[config.mk]
export PLATFORM = sky130hd
export DESIGN_NAME = exp_bias_adjust_flat
export DESIGN_NICKNAME = d
export VERILOG_FILES = /design/src/rtl/exp_bias_adjust_pkg.sv /design/src/rtl/exp_bias_adjust_if.sv /design/src/rtl/exp_bias_adjust_range_check.sv /design/src/rtl/exp_bias_adjust.sv /design/src/flat_wrapper.sv
export SDC_FILE = /design/constraint.sdc
export NUM_CORES = 1
export LEC_CHECK = 0
export CAP_MARGIN = 10
export CORE_MARGIN = 10
export CORE_UTILIZATION = 48
export DETAILED_ROUTE_END_ITERATION = 10
export HOLD_SLACK_MARGIN = 0.1
export PLACE_DENSITY = 0.88
export REMOVE_ABC_BUFFERS = 1
export SLEW_MARGIN = 30
export SYNTH_ARGS = -nofsm -noshare
export SYNTH_HDL_FRONTEND = slang
export SYNTH_SLANG_ARGS = --single-unit
[constraint.sdc]
create_clock -name clock -period 1.7 [get_ports clock]
set_input_delay 0.34 -clock clock [delete_from_list [all_inputs] [get_ports clock]]
set_output_delay 0.34 -clock clock [all_outputs]
set_load 0.05 [all_outputs]
[src/rtl/exp_bias_adjust_pkg.sv]
// exp_bias_adjust_pkg
// Shared definitions for the exponent bias-adjust slice.
//   EXP_W    : default exponent width
//   EXP_BIAS : default exponent bias
//   EXP_MAX  : largest representable exponent code (all ones)
//   stage1_t : stage-1 record (valid bit plus the signed raw exponent)
package exp_bias_adjust_pkg;

    localparam int EXP_W    = 11;
    localparam int EXP_BIAS = 1023;
    localparam int EXP_MAX  = (1 << EXP_W) - 1;

    typedef struct packed {
        logic                    valid;
        logic signed [EXP_W+1:0] raw;
    } stage1_t;

endpackage

[src/rtl/exp_bias_adjust_if.sv]
// exp_bias_adjust_if
// Valid/ready handshake bundle between the exponent adder, the bias-adjust
// block and its consumer.
//   io_in_valid / io_in_ready : input handshake
//   io_in_s, io_in_c          : exponent sum and its carry-out (bit W)
//   io_in_norm                : mantissa-normalisation increment (0/1)
//   io_out_valid / io_out_ready : output handshake
//   io_out_e                  : biased result exponent
//   io_out_ovf, io_out_unf    : overflow / underflow flags
// Modports: master = upstream/downstream side (testbench), slave = block.
interface exp_bias_adjust_if
    import exp_bias_adjust_pkg::*;
#(
    parameter int W = EXP_W
);
    logic         io_in_valid;
    logic         io_in_ready;
    logic [W-1:0] io_in_s;
    logic         io_in_c;
    logic         io_in_norm;
    logic         io_out_valid;
    logic         io_out_ready;
    logic [W-1:0] io_out_e;
    logic         io_out_ovf;
    logic         io_out_unf;

    modport master (
        output io_in_valid, io_in_s, io_in_c, io_in_norm, io_out_ready,
        input  io_in_ready, io_out_valid, io_out_e, io_out_ovf, io_out_unf
    );

    modport slave (
        input  io_in_valid, io_in_s, io_in_c, io_in_norm, io_out_ready,
        output io_in_ready, io_out_valid, io_out_e, io_out_ovf, io_out_unf
    );
endinterface

[src/rtl/exp_bias_adjust_range_check.sv]
// exp_range_check
// Combinational range classification of a signed raw exponent.
//   raw : W+2-bit signed exponent after bias removal
//   e   : result exponent code (wrapped, or clamped when saturation is on)
//   ovf : raw >= 2^W-1
//   unf : raw <= 0
// Optional feature macro: EXP_BIAS_ADJUST_SAT_EN clamps e to all-ones on
// overflow and to zero on underflow; otherwise e is raw[W-1:0].
module exp_range_check
    import exp_bias_adjust_pkg::*;
#(
    parameter int W = EXP_W
) (
    input  logic signed [W+1:0] raw,
    output logic        [W-1:0] e,
    output logic                ovf,
    output logic                unf
);
    localparam logic signed [W+1:0] MAX_S  = {2'b00, {W{1'b1}}};
    localparam logic signed [W+1:0] ZERO_S = '0;

    // Both operands are signed so negative raw values compare correctly.
    assign ovf = (raw >= MAX_S);
    assign unf = (raw <= ZERO_S);

`ifdef EXP_BIAS_ADJUST_SAT_EN
    function automatic logic [W-1:0] sat_exp(input logic signed [W+1:0] r,
                                             input logic o, input logic u);
        logic [W-1:0] res;
        res = r[W-1:0];
        if (o) res = {W{1'b1}};
        if (u) res = '0;
        return res;
    endfunction

    assign e = sat_exp(raw, ovf, unf);
`else
    assign e = raw[W-1:0];
`endif
endmodule

[src/rtl/exp_bias_adjust.sv]
// exp_bias_adjust
// Two-stage pipeline that removes the exponent bias from an adder result,
// adds the normalisation increment and flags overflow/underflow.
//   clock : rising-edge clock
//   reset : asynchronous, active-high; empties the pipeline and zeroes data
//   bus   : exp_bias_adjust_if.slave (input and output valid/ready streams)
// Parameters: W (exponent width), BIAS (exponent bias).
// Optional feature macro: EXP_BIAS_ADJUST_SAT_EN (saturating exponent, see
// exp_range_check).
// Flow control is a single global enable: both stages advance together
// whenever the output register is empty or being consumed.
module exp_bias_adjust
    import exp_bias_adjust_pkg::*;
#(
    parameter int W    = EXP_W,
    parameter int BIAS = EXP_BIAS
) (
    input  logic              clock,
    input  logic              reset,
    exp_bias_adjust_if.slave  bus
);
    localparam int RW = W + 2;
    localparam logic signed [RW-1:0] BIAS_S = RW'(BIAS);

    logic                 en;
    logic signed [RW-1:0] sum_s;
    logic signed [RW-1:0] norm_s;
    logic signed [RW-1:0] raw_in;

    logic                 vld_p1;
    logic signed [RW-1:0] raw_p1;

    logic         [W-1:0] e_chk;
    logic                 ovf_chk;
    logic                 unf_chk;

    logic                 vld_p2;
    logic         [W-1:0] e_p2;
    logic                 ovf_p2;
    logic                 unf_p2;

    assign en = !vld_p2 || bus.io_out_ready;

    // Full W+2-bit signed arithmetic: {c,s} spans W+1 bits and the bias can
    // drive the result negative, so one extra sign bit avoids any truncation.
    assign sum_s  = {1'b0, bus.io_in_c, bus.io_in_s};
    assign norm_s = {{(RW-1){1'b0}}, bus.io_in_norm};
    assign raw_in = sum_s + norm_s - BIAS_S;

    // ---- stage 1: raw exponent ----
    always_ff @(posedge clock or posedge reset) begin
        if (reset) begin
            vld_p1 <= 1'b0;
            raw_p1 <= '0;
        end else if (en) begin
            vld_p1 <= bus.io_in_valid;
            raw_p1 <= raw_in;
        end
    end

    exp_range_check #(.W(W)) u_range_check (
        .raw (raw_p1),
        .e   (e_chk),
        .ovf (ovf_chk),
        .unf (unf_chk)
    );

    // ---- stage 2: result exponent and flags ----
    always_ff @(posedge clock or posedge reset) begin
        if (reset) begin
            vld_p2 <= 1'b0;
            e_p2   <= '0;
            ovf_p2 <= 1'b0;
            unf_p2 <= 1'b0;
        end else if (en) begin
            vld_p2 <= vld_p1;
            e_p2   <= e_chk;
            ovf_p2 <= ovf_chk;
            unf_p2 <= unf_chk;
        end
    end

    assign bus.io_in_ready  = en;
    assign bus.io_out_valid = vld_p2;
    assign bus.io_out_e     = e_p2;
    assign bus.io_out_ovf   = ovf_p2;
    assign bus.io_out_unf   = unf_p2;
endmodule

[src/flat_wrapper.sv]
// flat-port wrapper written by rule: the top's interface ports become plain ports
module exp_bias_adjust_flat import exp_bias_adjust_pkg::*;
#(
    parameter int W    = EXP_W,
    parameter int BIAS = EXP_BIAS
)
  (clock, reset, bus_io_in_valid, bus_io_in_s, bus_io_in_c, bus_io_in_norm, bus_io_out_ready, bus_io_in_ready, bus_io_out_valid, bus_io_out_e, bus_io_out_ovf, bus_io_out_unf);
  exp_bias_adjust_if #(.W(W)) bus_i ();
  input  logic clock;
  input  logic reset;
  input wire logic [$bits(bus_i.io_in_valid)-1:0] bus_io_in_valid;
  input wire logic [$bits(bus_i.io_in_s)-1:0] bus_io_in_s;
  input wire logic [$bits(bus_i.io_in_c)-1:0] bus_io_in_c;
  input wire logic [$bits(bus_i.io_in_norm)-1:0] bus_io_in_norm;
  input wire logic [$bits(bus_i.io_out_ready)-1:0] bus_io_out_ready;
  output wire logic [$bits(bus_i.io_in_ready)-1:0] bus_io_in_ready;
  output wire logic [$bits(bus_i.io_out_valid)-1:0] bus_io_out_valid;
  output wire logic [$bits(bus_i.io_out_e)-1:0] bus_io_out_e;
  output wire logic [$bits(bus_i.io_out_ovf)-1:0] bus_io_out_ovf;
  output wire logic [$bits(bus_i.io_out_unf)-1:0] bus_io_out_unf;
  assign bus_i.io_in_valid = bus_io_in_valid;
  assign bus_i.io_in_s = bus_io_in_s;
  assign bus_i.io_in_c = bus_io_in_c;
  assign bus_i.io_in_norm = bus_io_in_norm;
  assign bus_i.io_out_ready = bus_io_out_ready;
  assign bus_io_in_ready = bus_i.io_in_ready;
  assign bus_io_out_valid = bus_i.io_out_valid;
  assign bus_io_out_e = bus_i.io_out_e;
  assign bus_io_out_ovf = bus_i.io_out_ovf;
  assign bus_io_out_unf = bus_i.io_out_unf;
  exp_bias_adjust #(.W(W), .BIAS(BIAS)) u_core (.clock(clock), .reset(reset), .bus(bus_i));
endmodule
# == After elaboration in Yosys (flattened, before gate mapping) ==
# Index checks and enable logic that the tools add are counted.
# word_totals
reg_bits,28
input_bits,17
wordCells,12
# op_classes
add_sub_neg,2
n_lt_le_gt_ge,2
n_reduce_logical,2
# ops
op,n
adder 12 x 1 -> 13 bit,1
">= comparator 13 x 12 -> 1 bit, second input constant",1
"<= comparator 13 x 1 -> 1 bit, second input constant",1
"subtractor 13 x 11 -> 13 bit, second input constant",1
logical NOT 1 bit,1
logical OR 1 bit,1

# == Depth between registers and ports, before layout ==
# logic_depth
depth_word,2
depth_mapped,7

# == Modules after synthesis ==
# From an unflattened synthesis, not the netlist that was laid out.
# unflattened
cells_unflattened,159
area_unflattened_um2,1401.3
# by_module_without_submodules
module,n_inst,cells_each,area_each_um2
exp_bias_adjust,1,139,1257.5
exp_range_check,1,20,143.9

# == Least setup slack after synthesis ==
# No wires, ideal clock.
# synth_path
kind,register -> output
from,"register u_core.vld_p2, in the netlist u_core.bus.io_out_valid"
to,output port bus_io_in_ready
arrival_ns,1.344
required_time_ns,1.360
setup_slack_ns,0.016
path_stages_with_launch,5
cell_sequence,dfrtp_1 -> nor2b_1 -> buf_2 -> inv_1 -> buf_2
# synth_via
elab_chain_cells,2
# synth_rtl
item,line_no,text
start: declaration,exp_bias_adjust.sv:37,logic vld_p2;
start signal: assignment,exp_bias_adjust.sv:76,vld_p2 <= vld_p1;
logical NOT 1 bit,exp_bias_adjust.sv:42,assign en = !vld_p2 || bus.io_out_ready;
logical OR 1 bit,exp_bias_adjust.sv:42,
end: declaration,flat_wrapper.sv:16,output wire logic [$bits(bus_i.io_in_ready)-1:0] bus_io_in_ready;
# Every way passes these cells.

# == Final worst setup path ==
# layout_path
from,input port bus_io_in_norm
to,register u_core.raw_p1[6]
# layout_via
elab_chain_cells,2
# layout_rtl
item,line_no,text
start: declaration,flat_wrapper.sv:14,input wire logic [$bits(bus_i.io_in_norm)-1:0] bus_io_in_norm;
adder 12 x 1 -> 13 bit,exp_bias_adjust.sv:48,assign raw_in = sum_s + norm_s - BIAS_S;
subtractor 13 x 11 -> 13 bit,exp_bias_adjust.sv:48,
end signal: assignment,exp_bias_adjust.sv:57,raw_p1 <= raw_in;
end: declaration,exp_bias_adjust.sv:31,logic signed [RW-1:0] raw_p1;
# Every way passes these cells.
# A chain may end at the register's enable or synchronous reset.

==> results.ini <==
[drt]
wl_per_cell_um = 15.4
drtAntennaViolNets = 0
first_iter_violations = 67
drc = 0
viasPerCell = 5.48
wirelength_um = 3550
dr.pass1.iters = 4
vias = 1265

[yosys]
synth-xor-area-share = 0.0194
synth-seq-cells = 28
synth-simple-area-share = 0.287
synth_flop_cell = dfrtp_1
syn_avg_cell_area_um2 = 8.89
synth_edf_count = 0
yosys_warnings = 0
synth-compound-area-share = 0.100
syn_area_um2 = 1350
yosysSeqAreaShare = 0.519
yosysTopAreaCell = dfrtp_1
synth_top_family_by_area = simple AND/OR/NAND/NOR gates
synthMuxAreaShare = 0.00833
synth_top_cell_area_share = 0.519
synth_cell_types = 29
synth.most_common_cell = nand2_1
async_flop_share = 1.00
synth_common_cells = nand2_1, dfrtp_1, nor2_1
synthCells = 152
synth_adder_area_share = 0.0185
synth.area.top_cells = dfrtp_1, nand2_1, or3_1, a31oi_1, o21ai_0

[worst_setup_path]
end_kind = register
critical_path_class = input port to register
startpoint = bus_io_in_norm
cp.required_ps = 1950
path_max_fanout = 5
ff2ff_path_depth = 4
r2r-end = u_core.raw_p1[12]$_DFFE_PP0P_
crit_end = u_core.raw_p1[6]$_DFFE_PP0P_
arrival_ps = 1920
critPathLaunchType = input port
rr_startpoint = u_core.bus.io_out_valid$_DFFE_PP0P_
reg2reg_slack_ps = 350

[pwr]
leakagePower_uw = 0.000853
combPwrFrac = 0.371
p_sw_frac = 0.386
peakVddDrop_v = 0.000801
pwr_density_cell_nw_per_um2 = 1030
fin_total_pwr_uw = 1890
switchingPower_uw = 730
power_frac_seq = 0.461
clkPwrFrac = 0.168
intPower_uw = 1160

[timing]
finalClockSkew_ps = 4.08
fin_tns_setup_ps = 0
final_hold_viol_count = 0
min_period_ps = 1670
clock.fmax_ghz = 0.597
worstMarginPinSlew_ps = 359
drv_slew = 0
period_share = 0.985
hold_ws_ps = 351
setup_slack_ps = 26.3
slew_headroom = 0.758
setup_viol = 0

[clocking]
clock_latency_ps = 330
clock-sinks = 28
cts_made_buffers = 3
cts-root-buf = clkbuf_4
cts_buffer_depth = 2
clk_pin_slew_ps = 140
hold_buffers = 0
h-tree-depth = 1
tritoncts = done

[global_route]
grt_max_degree = 29
grt.total_usage = 0.132
met3_usage = 0.0163
grtUsageMet2 = 0.236
grt-busiest-layer = met2
grt_antenna_before_repair = 0
overflow = 0
grt_pass1_vias = 1317
grt_pass1_wl_um = 5810
grtUsageMet1 = 0.149

[flow_run]
drv_cap = 0

[placed_design]
dpl_worst_slack_ps = -365
io_buffers = 31
dp_hpwl_um = 2790
gp_congestion = 0.895

[layout]
drive_above_1_share = 0.235
antennaDiodeCount = 0
fillers = 215
finalNetCount = 220
area_growth_pct = 36.4
fin_util = 0.674

[die]
start_util = 0.494
num_rows = 19
chipWidth_um = 73.1
dieArea_um2 = 5340
core-area_um2 = 2730
pin_count = 32
die_height_um = 73.1

[hold_path]
hold_class = input port to async pin

[outcome]
status = finished clean

worst min-delay path by stage:
stage,start,endpoint,slack (ps),cells after the start
floorplan,reset,u_core.bus.io_out_e[0]$_DFFE_PP0P_,410,1
global placement,u_core.vld_p1$_DFFE_PP0P_,u_core.vld_p1$_DFFE_PP0P_,440,2
detailed placement,u_core.vld_p1$_DFFE_PP0P_,u_core.bus.io_out_valid$_DFFE_PP0P_,460,1
CTS,reset,u_core.bus.io_out_e[10]$_DFFE_PP0P_,360,3
global route,reset,u_core.bus.io_out_e[1]$_DFFE_PP0P_,390,3
finish,reset,u_core.bus.io_out_e[8]$_DFFE_PP0P_,350,3
per-layer routing:
metal / vias to the layer above / share of wire
li1: 613 / -
met1: 601 / 0.41
met2: 42 / 0.52
met3: 9 / 0.045
met4: 0 / 0.023
met5: - / 0
kinds of logic (layout without fill, tap and decap cells):
family | Yosys count | in the layout
AND/OR/NAND/NOR | 83 | 83
flip-flops | 28 | 28
AO/OA/AOI/OAI | 21 | 21
buffers and inverters | 14 | 62
XOR/XNOR | 3 | 3
adder cells (fa/ha/maj) | 2 | 2
multiplexers | 1 | 1
power by group through the flow:
stage | sequential (µW) | clock [µW] | combinational (µW)
after detailed placement | 883 | 0 | 695
after global routing | 888 | 345 | 756
after CTS | 870 | 327 | 697
after global placement | 874 | 0 | 676
final | 871 | 318 | 701
after floorplan | 1100 | 0 | 186
critical path: stages:
cell and delay, ps:
clkdlybuf4s50_1 460, inv_1 40, ha_1 200, inv_1 90, ha_4 160, nand2_1 60
or3_1 360, a31oi_1 200
cell type report:
class	count	area (µm²)	area share
Tap cell	31	38.8	0.0210
Timing Repair Buffer	52	430	0.234
Inverter	6	22.5	0.0122
Multi-Input combinational cell	110	614	0.333
Sequential cell	28	701	0.380
Clock buffer	4	36.3	0.0197
metrics by stage:
| stage | cells | cell area [µm²] |
|---|---|---|
| after floorplan | 144 | 1310 |
| after global placement | 225 | 1760 |
| after detailed placement | 225 | 1760 |
| after CTS | 229 | 1810 |
| after global routing | 231 | 1840 |
| final | 231 | 1840 |
what timing repair did:
item / in CTS / in global routing
resized for setup: 2 / 4
pin swaps: 0 / 3
setup buffers: 0 / 2
setup endpoints to repair: 2 / 6
layout by cell type (no fill, tap or decap), types with 2 or more instances in the layout:
| cell | synthesis | routed |
|---|---|---|
| nand2_1 | 47 | 47 |
| buf_4 | 0 | 36 |
| dfrtp_1 | 28 | 28 |
| clkdlybuf4s50_1 | 0 | 16 |
| nor2_1 | 9 | 9 |
| o21ai_0 | 7 | 7 |
| or3_1 | 7 | 7 |
| a31oi_1 | 6 | 6 |
| inv_1 | 6 | 5 |
| nand3_1 | 5 | 4 |
| nor4_1 | 5 | 4 |
| nand4_1 | 3 | 3 |
| clkbuf_4 | 0 | 3 |
| a21oi_1 | 2 | 2 |
| xor2_1 | 2 | 2 |
| nand2b_1 | 2 | 2 |
state kept, by name, indices dropped and copies added (netlist names):
signal / cells
u_core.bus.io_out_valid: 1
u_core.raw_p1: 13
u_core.bus.io_out_unf: 1
u_core.bus.io_out_e: 11
u_core.vld_p1: 1
u_core.bus.io_out_ovf: 1
Power figures use the tool's default switching activity.
